<file path="src/rtl/uart_pkg.sv">
// uart_pkg: shared UART receive-path constants and types
package uart_pkg;
  localparam int UART_DATA_WIDTH = 8;
  localparam int RX_FIFO_DEPTH_LOG2 = 3;
  typedef logic [RX_FIFO_DEPTH_LOG2:0] rx_fifo_ptr_t;
endpackage

</file>
<file path="src/rtl/uart_rx_fifo_if.sv">
// uart_rx_fifo_if: receiver-facing write strobe, consumer handshake and status
interface uart_rx_fifo_if import uart_pkg::*; #(
  parameter int width = UART_DATA_WIDTH,
  parameter int DEPTH_LOG2 = RX_FIFO_DEPTH_LOG2
);
  logic [width-1:0] in_data;
  logic in_valid;
  logic [width-1:0] out_data;
  logic out_valid;
  logic out_ready;
  logic [DEPTH_LOG2:0] fill_level;
  logic full;
  logic empty;
  logic overflow;
  logic clr_overflow;
  modport slave(
    input in_data, in_valid, out_ready, clr_overflow,
    output out_data, out_valid, fill_level, full, empty, overflow
  );
  modport master(
    output in_data, in_valid, out_ready, clr_overflow,
    input out_data, out_valid, fill_level, full, empty, overflow
  );
endinterface

</file>
<file path="src/rtl/uart_fifo_mem.sv">
// uart_fifo_mem: write-enabled register array with combinational read
module uart_fifo_mem import uart_pkg::*; #(
  parameter int width = UART_DATA_WIDTH,
  parameter int DEPTH_LOG2 = RX_FIFO_DEPTH_LOG2
) (
  input  logic clk,
  input  logic we,
  input  logic [DEPTH_LOG2-1:0] waddr,
  input  logic [width-1:0] wdata,
  input  logic [DEPTH_LOG2-1:0] raddr,
  output logic [width-1:0] rdata
);
  logic [width-1:0] mem [2**DEPTH_LOG2];
  always_ff @(posedge clk)
    if (we) mem[waddr] <= wdata;
  assign rdata = mem[raddr];
endmodule

</file>
<file path="src/rtl/uart_rx_fifo.sv">
// uart_rx_fifo: first-word fall-through receive buffer with sticky overflow
module uart_rx_fifo import uart_pkg::*; #(
  parameter int width = UART_DATA_WIDTH,
  parameter int DEPTH_LOG2 = RX_FIFO_DEPTH_LOG2
) (
  input logic clk,
  input logic rst_n,
  uart_rx_fifo_if.slave bus
);
  logic [DEPTH_LOG2:0] wr_ptr, rd_ptr;
  logic [width-1:0] rdata;
  logic pop, push, drop;
  always_comb begin
    bus.empty = wr_ptr == rd_ptr;
    bus.full = (wr_ptr[DEPTH_LOG2] != rd_ptr[DEPTH_LOG2]) &&
               (wr_ptr[DEPTH_LOG2-1:0] == rd_ptr[DEPTH_LOG2-1:0]);
    bus.fill_level = wr_ptr - rd_ptr;
    bus.out_valid = !bus.empty;
    bus.out_data = bus.empty ? '0 : rdata;
    pop = bus.out_valid && bus.out_ready;
    push = bus.in_valid && (!bus.full || pop);
    drop = bus.in_valid && bus.full && !pop;
  end
  always_ff @(posedge clk)
    if (!rst_n) begin
      wr_ptr <= '0;
      rd_ptr <= '0;
      bus.overflow <= 1'b0;
    end else begin
      if (push) wr_ptr <= wr_ptr + 1'b1;
      if (pop) rd_ptr <= rd_ptr + 1'b1;
      bus.overflow <= drop || (bus.overflow && !bus.clr_overflow);
    end
  uart_fifo_mem #(.width(width), .DEPTH_LOG2(DEPTH_LOG2)) u_mem (
    .clk(clk),
    .we(push),
    .waddr(wr_ptr[DEPTH_LOG2-1:0]),
    .wdata(bus.in_data),
    .raddr(rd_ptr[DEPTH_LOG2-1:0]),
    .rdata(rdata)
  );
endmodule

</file>
<file path="src/flat_wrapper.sv">
// flat-port wrapper written by rule: the top's interface ports become plain ports
module uart_rx_fifo_flat import uart_pkg::*;
#(
  parameter int width = UART_DATA_WIDTH,
  parameter int DEPTH_LOG2 = RX_FIFO_DEPTH_LOG2
)
  (clk, rst_n, bus_in_data, bus_in_valid, bus_out_ready, bus_clr_overflow, bus_out_data, bus_out_valid, bus_fill_level, bus_full, bus_empty, bus_overflow);
  uart_rx_fifo_if #(.width(width), .DEPTH_LOG2(DEPTH_LOG2)) bus_i ();
  input logic clk;
  input logic rst_n;
  input wire logic [$bits(bus_i.in_data)-1:0] bus_in_data;
  input wire logic [$bits(bus_i.in_valid)-1:0] bus_in_valid;
  input wire logic [$bits(bus_i.out_ready)-1:0] bus_out_ready;
  input wire logic [$bits(bus_i.clr_overflow)-1:0] bus_clr_overflow;
  output wire logic [$bits(bus_i.out_data)-1:0] bus_out_data;
  output wire logic [$bits(bus_i.out_valid)-1:0] bus_out_valid;
  output wire logic [$bits(bus_i.fill_level)-1:0] bus_fill_level;
  output wire logic [$bits(bus_i.full)-1:0] bus_full;
  output wire logic [$bits(bus_i.empty)-1:0] bus_empty;
  output wire logic [$bits(bus_i.overflow)-1:0] bus_overflow;
  assign bus_i.in_data = bus_in_data;
  assign bus_i.in_valid = bus_in_valid;
  assign bus_i.out_ready = bus_out_ready;
  assign bus_i.clr_overflow = bus_clr_overflow;
  assign bus_out_data = bus_i.out_data;
  assign bus_out_valid = bus_i.out_valid;
  assign bus_fill_level = bus_i.fill_level;
  assign bus_full = bus_i.full;
  assign bus_empty = bus_i.empty;
  assign bus_overflow = bus_i.overflow;
  uart_rx_fifo #(.width(width), .DEPTH_LOG2(DEPTH_LOG2)) u_core (.clk(clk), .rst_n(rst_n), .bus(bus_i));
endmodule
</file>
<file path="config.mk">
export PLATFORM = sky130hd
export DESIGN_NAME = uart_rx_fifo_flat
export DESIGN_NICKNAME = d
export VERILOG_FILES = /design/src/rtl/uart_pkg.sv /design/src/rtl/uart_rx_fifo_if.sv /design/src/rtl/uart_fifo_mem.sv /design/src/rtl/uart_rx_fifo.sv /design/src/flat_wrapper.sv
export SDC_FILE = /design/constraint.sdc
export NUM_CORES = 1
export LEC_CHECK = 0
export CAP_MARGIN = 20
export CORE_UTILIZATION = 45
export CTS_CLUSTER_SIZE = 25
export DETAILED_ROUTE_END_ITERATION = 16
export GPL_ROUTABILITY_DRIVEN = 0
export GPL_TIMING_DRIVEN = 0
export PLACE_DENSITY = 0.7
export SLEW_MARGIN = 20
export SYNTH_ARGS = -nofsm -noshare
export SYNTH_HDL_FRONTEND = slang
export SYNTH_SLANG_ARGS = --single-unit
</file>
<file path="constraint.sdc">
create_clock -name clk -period 2.1 [get_ports clk]
set_input_delay 0.42 -clock clk [delete_from_list [all_inputs] [get_ports clk]]
set_output_delay 0.42 -clock clk [all_outputs]
set_load 0.005 [all_outputs]
</file>
Yosys cells after proc, flatten, opt, wreduce, memory -nomap -nowiden
Memory sizes are Yosys's and may differ from the RTL's. A register that Yosys moved wholly into a read port is not among the register bits.
Cells that the tools add are included.
{"block": "totals", "ff_bits": 9, "latch_bits": 0, "ramBits": 64, "romBits": 0, "wordCells": 27, "n_memories": 1}
{"memory": "u_core.u_mem.mem", "words": 8, "word_bits": 8, "read_ports": 1, "rd_clocked_by_memory_dff": 1, "wr": 1, "line": "uart_fifo_mem.sv:13", "text": "logic [width-1:0] mem [2**DEPTH_LOG2];"}
{"block": "classes", "n_addsub": 3, "multipliers": 0, "div": 0, "n_lt_le_gt_ge": 0, "eq_ne": 3, "n_shift": 0, "mux": 5, "n_bitwise": 0, "reduce_logical": 12}
{"op": "adder 4 x 1 -> 4 bit, second input constant", "count": 2}
{"op": "two-way mux 8 bit", "count": 1}
{"op": "logical AND 1 bit", "count": 6}
{"op": "two-way mux 3 bit", "count": 2}
{"op": "== test 4 bit", "count": 1}
{"op": "logical NOT 1 bit", "count": 4}
{"op": "subtractor 4 bit", "count": 1}
{"op": "== test 3 bit", "count": 1}
{"op": "logical OR 1 bit", "count": 2}
{"op": "two-way mux 1 bit", "count": 2}
{"op": "!= test 1 bit", "count": 1}

Depth between registers and ports, before layout
Gate-level depths: netlist of the first run.
{"block": "depth", "word_depth": 7, "mapped_depth": 8, "depth_no_buf": 7}

Hierarchy
From an unflattened synthesis of the first run, not the netlist that was laid out.
{"block": "hier_totals", "hier_cells": 181, "area_unflattened_um2": 3173.0}
{"module": "uart_fifo_mem", "instances": 1, "cells_per_inst": 106, "area_each_um2": 2531.2, "seq_area_each_um2": 1921.8}
{"module": "uart_rx_fifo", "instances": 1, "cells_per_inst": 75, "area_each_um2": 641.9, "seq_area_each_um2": 180.2}

Worst setup path after synthesis of the first run
Ideal clock, no wire load.
{"block": "synth_timing", "path_type": "flip-flop to flip-flop", "from": "reg u_core.wr_ptr[0]", "to": "mem u_core.u_mem.mem[2][0] (netlist bit), enable pin", "setup_ns": 0.395, "t_arrival_ns": 1.882, "required_time_ns": 1.705, "slack_ns": -0.177, "stages_incl_launch_ff": 6, "path_buffers": 0, "period_less_slack_ns": 2.277, "path_cell_list": "dfxtp_1 inv_1 ha_1 nand3_2 nor3_2 nor4_1"}
{"block": "synth_via", "elab_chain_len": 7}
{"item": "start: declaration", "line": "uart_rx_fifo.sv:10", "text": "logic [DEPTH_LOG2:0] wr_ptr, rd_ptr;"}
{"item": "start signal: assignment", "line": "uart_rx_fifo.sv:30", "text": "if (push) wr_ptr <= wr_ptr + 1'b1;"}
{"item": "== test 4 bit or == test 3 bit (tied branches)", "line": "uart_rx_fifo.sv:14, uart_rx_fifo.sv:16"}
{"item": "logical NOT 1 bit or logical AND 1 bit (tied branches)", "line": "uart_rx_fifo.sv:18, uart_rx_fifo.sv:15"}
{"item": "logical AND 1 bit or logical NOT 1 bit (tied branches)", "line": "uart_rx_fifo.sv:20, uart_rx_fifo.sv:21"}
{"item": "logical OR 1 bit", "line": "uart_rx_fifo.sv:21", "text": "push = bus.in_valid && (!bus.full || pop);"}
{"item": "logical AND 1 bit", "line": "uart_rx_fifo.sv:21"}
{"item": "two-way mux 1 bit", "line": "uart_fifo_mem.sv:15", "text": "if (we) mem[waddr] <= wdata;"}
{"item": "two-way mux 1 bit (not written as such)", "line": "uart_fifo_mem.sv:15"}
{"item": "end: declaration", "line": "uart_fifo_mem.sv:13"}
Parallel ways exist; a longest one is shown, timed or not.

Final worst setup path of the first run
{"block": "layout_timing", "from": "reg u_core.wr_ptr[0]", "to": "out bus_out_data[3]"}
{"block": "layout_via", "elab_chain_len": 2}
{"item": "== test 4 bit", "line": "uart_rx_fifo.sv:14", "text": "bus.empty = wr_ptr == rd_ptr;"}
{"item": "two-way mux 8 bit", "line": "uart_rx_fifo.sv:19", "text": "bus.out_data = bus.empty ? '0 : rdata;"}
{"item": "end: declaration", "line": "flat_wrapper.sv:15", "text": "output wire logic [$bits(bus_i.out_data)-1:0] bus_out_data;"}
Every way passes these cells.

==> reports/results.ini, run 1 <==
[detailed_routing]
avgRoutedWirePerCell_um = 19.6
ant_nets = 0
dr.pass1.iters = 6
vias = 1757
drt_iter0_drc = 64
viasPerCell = 5.61
wirelength_um = 6140
drc = 0

[logic_synthesis]
synthesis.area_sq_mm = 0.00310
avgSynthCellArea_sq_um = 17.5
syn-num-nets = 196
synth-edff-count = 64
ys_ff_latch = 76
synth_top_cell_area_share_pct = 62.0
synthArstFlopShare_pct = 0
synthTopCellsByArea = edfxtp_1 (62%), mux4_2 (12%), dfxtp_1 (7.7%), a22o_1 (2.3%), ha_1 (2.0%)
ys_warn_count = 0
synth.yosys.seq_area_share_pct = 69.7
synth_area_leader_cell = edfxtp_1
synthFlopType = edfxtp_1
syn_inst = 177
netlist-cell-type-count = 34

[worst_setup_path]
worstSetupStartpointType = register
critPathRequiredTime_ns = 1.68
slowest_stage = dfxtp_4
path_class = reg2out
critPathMaxFanout = 8
cp_data_arrival_time_ns = 1.86
path_cells = inv_2 -> ha_4 -> nand3_4 -> nor2_4 -> inv_2 -> and2_4 -> a22o_1 -> buf_2
path_common_cell = inv_2
slowest_delay_ns = 0.36
cp-end-kind = primary output

[placed_design]
dp.cells = 285
place_ws_ns = -0.898
dpl_cell_area_sq_mm = 0.00354
io_buffers = 28
place_hpwl_um = 3770

[timing]
fin_worst_skew_ns = 0.00504
tns_ns = -1.24
finalHoldViolCount = 0
finalSetupViolations = 8
worst_pin_slew_ns = 0.757
drv_slew = 0
post-route-period-util_pct = 109
slew_headroom_pct = 49.2
rsz0062_at_grt = true
final.setup.worst_slack_ns = -0.181
period_minus_slack_ns = 2.28
max_freq_mhz = 438

[power]
p_leak_nw = 1.36
pwr_density_cell_mw_per_mm2 = 944
ir_worst_vdd_mv = 0.493
finalPower_w = 0.00371

[cts]
cts_max_level = 3
cts_root_buf = clkbuf_8
cts-buffers-inserted = 9
clk_path_buf_depth = 2
clk_pin_slew_ns = 0.08
clock_latency_ns = 0.34
postCtsHoldBufs = 0
cts_tree = yes
cts_sinks = 76

[die]
coreArea_sq_mm = 0.00649
io_pins = 29
rows = 29
start_util_pct = 47.7
die_x_um = 85.0
die_area_sq_mm = 0.00723
die-height_um = 85.0

[finish]
layoutNonFillerInstCount = 313
diodes = 0
syn_to_final_growth_pct = 26.7
nets = 250
drive_gt1_share_pct = 41.5
design_area_sq_mm = 0.00393

[status]
status = finished, violations left
violations = setup timing

[global_route]
antenna_found_initial = 0
grt_max_degree = 14
overflow = 0
grt_util_all_layers_pct = 18.8
grt_pass1_vias = 1786
grt_first_pass_wirelength_um = 9640

[flow_run]
cap_violations = 0

[min_path]
hp-class = reg2reg

cell families after synthesis:
group | count (synthesis) | share of synthesized area, %
xor gates and xnor gates | 7 | 2.22
muxes | 16 | 11.6
AOI/OAI and AO/OA | 23 | 5.49
adders and majority gates | 6 | 2.66
DFF | 76 | 69.7
and+or+nand+nor | 35 | 6.13
buffers and inverters | 14 | 2.14
layout make-up:
class,count,area [sq um]
inverter,8,30.0
multi-input combinational,87,1000
timing repair buffer,45,380
fill,469,2570
tap,77,96.3
clock buffer,9,124
sequential,76,2180
clock inverter,7,67.6
buffer,4,42.5
report_power, final:
part	internal, W	total (W)	switching (W)
Sequential	0.00169	0.00172	0.0000330
Combinational	0.000522	0.000923	0.000401
Clock	0.000542	0.00107	0.000524
Total	0.00275	0.00371	0.000958
cell usage after synthesis (2+ instances only):
cell / number
inv_1: 7
mux4_2: 16
edfxtp_1: 64
a21oi_1: 3
xnor2_1: 4
clkbuf_1: 2
buf_2: 2
nand2_1: 5
o31ai_2: 2
a22o_1: 8
nor3_1: 4
nor2b_1: 2
xor2_1: 2
a21boi_1: 3
dfxtp_1: 12
nand3_1: 5
nor2_1: 5
and2_1: 5
or3_1: 3
o21ai_0: 4
o21ai_1: 2
ha_1: 5
cell usage in the layout, fill, tap and decap left out, types with 2 or more instances in the layout:
cell             synthesis  routed
ha_4                     0       3
inv_2                    1       4
nor2b_1                  2       2
o21ai_1                  2       2
a21oi_1                  3       2
o21ai_0                  4       4
dfxtp_1                 12       4
dfxtp_2                  0       3
inv_1                    7       4
clkdlybuf4s50_1          0      13
mux4_2                  16      16
nor2_2                   1       3
a21boi_1                 3       3
a22o_1                   8       8
nand2_1                  5       5
clkbuf_2                 0       3
or3_1                    3       3
ha_1                     5       2
nand3_1                  5       5
clkinvlp_4               0       2
dfxtp_4                  0       5
buf_6                    1       4
clkbuf_8                 0       9
buf_2                    2       8
clkinv_2                 0       2
xnor2_1                  4       4
and2_1                   5       4
nor3_2                   1       4
edfxtp_1                64      64
nor2_4                   0       2
buf_4                    1      16
through the flow:
step | hold WS, ns | utilization [%]
final | 0.614 | 60.5
after global routing | 0.634 | 60.5
after CTS | 0.529 | 60.3
after detailed placement | 0.521 | 54.5
after global placement | 0.506 | 53.7
after floorplan | 0.482 | -
timing repair:
action,CTS,global route
cloned,1,0
setup buffers,16,2
gates resized for setup,77,13
pin swaps,11,5
setup endpoints to repair,69,42
routing by layer:
| metal | global-route usage, % | up-vias | part of all wire [%] |
|---|---|---|---|
| li1 | - | 803 | - |
| met1 | 24.5 | 898 | 44 |
| met2 | 30.4 | 46 | 51 |
| met3 | 5.16 | 10 | 4.0 |
| met4 | 6.93 | 0 | 1.4 |
| met5 | 0 | - | 0 |
flip-flops by register name, indices dropped and copies added, names as in the netlist, named ones only:
| register | cells |
|---|---|
| u_core.rd_ptr | 4 |
| u_core.bus.overflow | 1 |
| u_core.u_mem.mem | 64 |
| u_core.wr_ptr | 4 |
path summary, 6_finish.rpt:
kind,start,endpoint,slack (ns),cells after the start
min reg2reg,u_core.wr_ptr[3]$_SDFFE_PN0P_,u_core.wr_ptr[3]$_SDFFE_PN0P_,0.61,2
min,u_core.wr_ptr[3]$_SDFFE_PN0P_,u_core.wr_ptr[3]$_SDFFE_PN0P_,0.61,2
max reg2reg,u_core.rd_ptr[3]$_SDFFE_PN0N_,u_core.u_mem.mem[6][7]$_DFFE_PP_,0.10,3
max,u_core.wr_ptr[0]$_SDFFE_PN0P_,bus_out_data[3],-0.18,8
critical path, delay by kind of cell (launching register included):
family / cells / cell delay, ns
AOI/OAI and AO/OA: 1 / 0.25
and+or+nand+nor: 3 / 0.41
adders and majority gates: 1 / 0.27
buffers and inverters: 3 / 0.22
DFF: 1 / 0.36
Note: power is estimated with default switching activity, not from simulation.
==> inputs of run 2 (changes only) <==
--- a/config.mk
+++ b/config.mk
@@ -11,7 +11,7 @@
 export DETAILED_ROUTE_END_ITERATION = 16
 export GPL_ROUTABILITY_DRIVEN = 0
 export GPL_TIMING_DRIVEN = 0
-export PLACE_DENSITY = 0.7
+export PLACE_DENSITY = 0.68
 export SLEW_MARGIN = 20
 export SYNTH_ARGS = -nofsm -noshare
 export SYNTH_HDL_FRONTEND = slang
==> run 2 against run 1 <==
Net effect:
- the flow still finishes with violations (setup timing)
- sequential share of layout area rose by 0.31 points
- critical path depth grew 1
- flip-flop and latch count unchanged
- cell area decreased by 0.61%
- count of clock-buffer cells in the layout increased by 2
- cell count is the same
- sequential power about the same
- power down 5.6%
- wire length is 4.8% lower
==> reports/results.ini, run 2 (synthesized netlist as in run 1, its figures left out) <==
[status]
status = finished, violations left
violations = setup timing

[die]
io_pins = 29
coreArea_sq_mm = 0.00649
rows = 29
die_x_um = 85.0
die-height_um = 85.0
die_area_sq_mm = 0.00723
start_util_pct = 47.7

[global_route]
grt_max_degree = 13
overflow = 0
grt_pass1_vias = 1758
grt_first_pass_wirelength_um = 9300
grt_util_all_layers_pct = 18.1
antenna_found_initial = 0

[timing]
worst_pin_slew_ns = 0.664
rsz0062_at_grt = true
slew_headroom_pct = 55.4
tns_ns = -1.27
post-route-period-util_pct = 111
fin_worst_skew_ns = 0.0107
drv_slew = 0
period_minus_slack_ns = 2.33
holdWs_ns = 0.538
final.setup.worst_slack_ns = -0.225
finalSetupViolations = 8
max_freq_mhz = 430
finalHoldViolCount = 0

[finish]
seqCellArea_sq_mm = 0.00218
design_area_sq_mm = 0.00391
final_cell_mix = edfxtp_1 (64), mux4_2 (16), buf_4 (14)
diodes = 0
syn_to_final_growth_pct = 25.9
multi_input_area_sq_mm = 0.00101
drive_gt1_share_pct = 39.4
top_regs = u_core.u_mem.mem (64), u_core.rd_ptr (4), u_core.wr_ptr (4)
largest-register = u_core.u_mem.mem
fillerInstances = 447
nets = 250
layout_commonest_cell = edfxtp_1
largest_register_ffs = 64

[worst_setup_path]
cp-end-kind = primary output
crit_cells = 9
worstSetupStartpointType = register
critPathRequiredTime_ns = 1.68
slowest_delay_ns = 0.36
path_class = reg2out
path_delay_family = simple AND/OR/NAND/NOR gates
r2r_cells = 4
critPathMaxFanout = 7
path_cells = inv_2 -> ha_4 -> nand3_4 -> nor2_4 -> inv_2 -> and2_4 -> buf_6 -> a22o_1 -> buf_2
path_common_cell = inv_2
worst-path-buf-inv = 4
slowest_stage = dfxtp_4
cp_data_arrival_time_ns = 1.91

[placed_design]
place_ws_ns = -0.833
dpl_cell_area_sq_mm = 0.00352
place_hpwl_um = 3510
io_buffers = 28

[cts]
clk_path_buf_depth = 2
cts_sinks = 76
clock_latency_ns = 0.34
clk_pin_slew_ns = 0.07
postCtsHoldBufs = 0
cts-buffers-inserted = 9
cts_tree = yes
cts_root_buf = clkbuf_8
cts_max_level = 3

[detailed_routing]
dr.pass1.iters = 4
viasPerCell = 5.48
wirelength_um = 5850
avgRoutedWirePerCell_um = 18.7
vias = 1715
ant_nets = 0
drc = 0
drt_iter0_drc = 123

[flow_run]
cap_violations = 0

[power]
pwr_density_cell_mw_per_mm2 = 897
finalPower_w = 0.00350
p_leak_nw = 1.36
ir_worst_vdd_mv = 0.440

[min_path]
hp-class = reg2reg
min_path_cells = 2

run 2: worst paths after layout:
check,startpoint,to,slack [ns]
max,u_core.rd_ptr[1]$_SDFFE_PN0N_,bus_out_data[2],-0.23
max reg2reg,u_core.rd_ptr[3]$_SDFFE_PN0N_,u_core.u_mem.mem[0][0]$_DFFE_PP_,0.15
min reg2reg,u_core.wr_ptr[1]$_SDFFE_PN0P_,u_core.wr_ptr[1]$_SDFFE_PN0P_,0.54
min,u_core.wr_ptr[1]$_SDFFE_PN0P_,u_core.wr_ptr[1]$_SDFFE_PN0P_,0.54
run 2: power breakdown:
part           leakage, nW  internal [W]  switching (W)
clock               0.0868      0.000423       0.000483
combinational        0.590      0.000491       0.000386
sequential           0.683       0.00169      0.0000333
run 2: per-layer routing:
| layer | up-vias | share of wire [%] | GRT usage (%) |
|---|---|---|---|
| met3 | 10 | 2.9 | 3.40 |
| met4 | 0 | 1.9 | 8.32 |
| met5 | - | 0 | 0 |
| met2 | 37 | 50 | 29.5 |
| met1 | 867 | 46 | 23.8 |
| li1 | 801 | - | - |
run 2: repair_timing:
action                                  CTS  global route
endpoints found under the setup margin   68            34
buffers inserted                         15             4
gates resized for setup                  66            17
pin swaps                                 7             7
run 2: tightest hold or removal path, stage by stage, from the launching register on:
cell	delay (ns)
dfxtp_4	0.37
nand3_1	0.06
o21ai_0	0.07
run 2: stage by stage:
step	util (%)	cells
6_report	60.1	313
2_1_floorplan	-	177
3_3_place_gp	53.7	282
3_5_place_dp	54.3	284
5_1_grt	60.1	313
4_1_cts	60.1	313
run 2: cell type report:
| cell class | count | area share (%) |
|---|---|---|
| clock buffers | 11 | 3.36 |
| multi-input cells | 87 | 26.0 |
| repair buffers | 45 | 9.71 |
| clock inverters | 5 | 0.737 |
| inverters | 8 | 0.769 |
| flip-flops and latches | 76 | 55.9 |
| plain buffers | 4 | 1.09 |
| well taps | 77 | 2.47 |
==> inputs of run 3 (changes only) <==
--- a/config.mk
+++ b/config.mk
@@ -6,12 +6,12 @@
 export NUM_CORES = 1
 export LEC_CHECK = 0
 export CAP_MARGIN = 20
-export CORE_UTILIZATION = 45
+export CORE_UTILIZATION = 51
 export CTS_CLUSTER_SIZE = 25
 export DETAILED_ROUTE_END_ITERATION = 16
 export GPL_ROUTABILITY_DRIVEN = 0
 export GPL_TIMING_DRIVEN = 0
-export PLACE_DENSITY = 0.68
+export PLACE_DENSITY = 0.75
 export SLEW_MARGIN = 20
 export SYNTH_ARGS = -nofsm -noshare
 export SYNTH_HDL_FRONTEND = slang
==> run 3 against run 2 <==
Net effect:
- the flow still finishes with violations (setup timing)
- critical path type unchanged
- clock power is 23% higher
- flip-flop and latch count did not move
- die area is 11% lower
- global-route usage up 4.6 points
- via count up 4.9%
- register-to-register slack lost 0.09 ns
==> reports/results.ini, run 3 (synthesized netlist as in run 1, its figures left out) <==
[die]
die_area_sq_mm = 0.00640
coreArea_sq_mm = 0.00589
io_pins = 29
rows = 28
die-height_um = 80.0
start_util_pct = 52.7
die_x_um = 80.0

[finish]
layout_commonest_cell = edfxtp_1
nets = 248
multi_input_area_sq_mm = 0.00103
largest_register_ffs = 64
diodes = 0
layoutNonFillerInstCount = 309
largest-register = u_core.u_mem.mem
final_cell_mix = edfxtp_1 (64), mux4_2 (16), buf_4 (13), clkdlybuf4s50_1 (13)
top_regs = u_core.u_mem.mem (64), u_core.rd_ptr (4), u_core.wr_ptr (4)
syn_to_final_growth_pct = 27.3
fillerInstances = 406
drive_gt1_share_pct = 41.9
seqCellArea_sq_mm = 0.00218

[placed_design]
place_hpwl_um = 3850
dp.cells = 280
place_ws_ns = -0.879
io_buffers = 28

[detailed_routing]
avgRoutedWirePerCell_um = 21.1
vias = 1799
drt_iter0_drc = 97
ant_nets = 0
dr.pass1.iters = 4
wirelength_um = 6510
viasPerCell = 5.82
drc = 0

[worst_setup_path]
path_cells = inv_2 -> ha_4 -> nand3_4 -> nor2_4 -> buf_6 -> nor2_4 -> a22o_1 -> buf_2
worstSetupStartpointType = register
cp_data_arrival_time_ns = 1.83
cp-end-kind = primary output
critPathRequiredTime_ns = 1.68
slowest_delay_ns = 0.36
slowest_stage = dfxtp_4
critPathMaxFanout = 8
path_class = reg2out
path_common_cell = nor2_4

[cts]
cts-buffers-inserted = 9
clk_pin_slew_ns = 0.09
cts_root_buf = clkbuf_8
clock_latency_ns = 0.35
cts_max_level = 3
cts_tree = yes
cts_sinks = 76
clk_path_buf_depth = 2

[timing]
finalSetupViolations = 9
final.setup.worst_slack_ns = -0.153
drv_slew = 0
slew_headroom_pct = 51.0
post-route-period-util_pct = 107
finalHoldViolCount = 0
holdWs_ns = 0.552
worst_pin_slew_ns = 0.730
fin_worst_skew_ns = 0.0128
max_freq_mhz = 444
period_minus_slack_ns = 2.25
rsz0062_at_grt = true

[power]
pwr_density_cell_mw_per_mm2 = 955
p_leak_nw = 1.35
ir_worst_vdd_mv = 0.479

[min_path]
hp-class = reg2reg

[global_route]
grt_pass1_vias = 1893
overflow = 0
grt_max_degree = 15
grt_util_all_layers_pct = 22.7
antenna_found_initial = 0
grt_first_pass_wirelength_um = 9960

[flow_run]
cap_violations = 0

[status]
violations = setup timing
status = finished, violations left

run 3: cell types whose count changed in the layout (fill, tap and decap cells not counted), moves of 2 or more:
cell and change:
clkinv_2 -4, clkbuf_1 -2, clkinv_4 +2, nor3_4 +2, buf_6 -2, dfxtp_1 -2, buf_2 +2, dfxtp_2 +3
nor3_2 -2
run 3: cell type report:
class | count | share of cell area [%]
Sequential cell | 76 | 55.3
Multi-Input combinational cell | 87 | 26.1
Timing Repair Buffer | 43 | 9.19
Clock buffer | 9 | 3.14
Tap cell | 75 | 2.38
Clock inverter | 7 | 1.93
Buffer | 4 | 1.08
Inverter | 8 | 0.824
run 3: what timing repair did:
item                                    4_1_cts  5_1_grt
resized for setup                            77       15
gates cloned                                  0        1
pin swaps                                     9        9
endpoints found under the setup margin       79       45
buffers inserted                             13        2
hold buffers                                  0        0
run 3: worst paths after layout:
path	startpoint	endpoint	slack (ns)	cells past startpoint
worst max-delay path	u_core.rd_ptr[1]$_SDFFE_PN0N_	bus_out_data[6]	-0.15	8
worst min register to register	u_core.wr_ptr[1]$_SDFFE_PN0P_	u_core.wr_ptr[1]$_SDFFE_PN0P_	0.55	2
worst min-delay path	u_core.wr_ptr[1]$_SDFFE_PN0P_	u_core.wr_ptr[1]$_SDFFE_PN0P_	0.55	2
worst max register to register	u_core.rd_ptr[1]$_SDFFE_PN0N_	u_core.u_mem.mem[2][5]$_DFFE_PP_	0.06	7
run 3: metrics by stage:
step | area, sq um | total power, W | setup TNS, ns | util, %
4_1_cts | 3910 | 0.00376 | -1.43 | 66.4
2_1_floorplan | 3110 | 0.00219 | 0 | -
3_5_place_dp | 3510 | 0.00253 | -26.35 | 59.6
3_3_place_gp | 3490 | 0.00251 | -38.16 | 59.2
6_report | 3950 | 0.00377 | -1.17 | 67.0
5_1_grt | 3950 | 0.00392 | -2.07 | 67.0
run 3: critical path: cells and delay by family, from the launching register on:
kind            cells  cell delay, ns
compound gates      1            0.20
fa+ha+maj           1            0.25
buf+inv             3            0.27
flops               1            0.36
simple gates        3            0.39
run 3: power by group:
part	internal, W	switching [W]
Sequential	0.00169	0.0000357
Combinational	0.000520	0.000412
Clock	0.000555	0.000560
run 3: metal layers:
metal | track usage, % | wire length [um]
met1 | 28.3 | 2730
met2 | 38.1 | 3380
met3 | 6.29 | 287
met4 | 8.04 | 116
met5 | 0 | 0
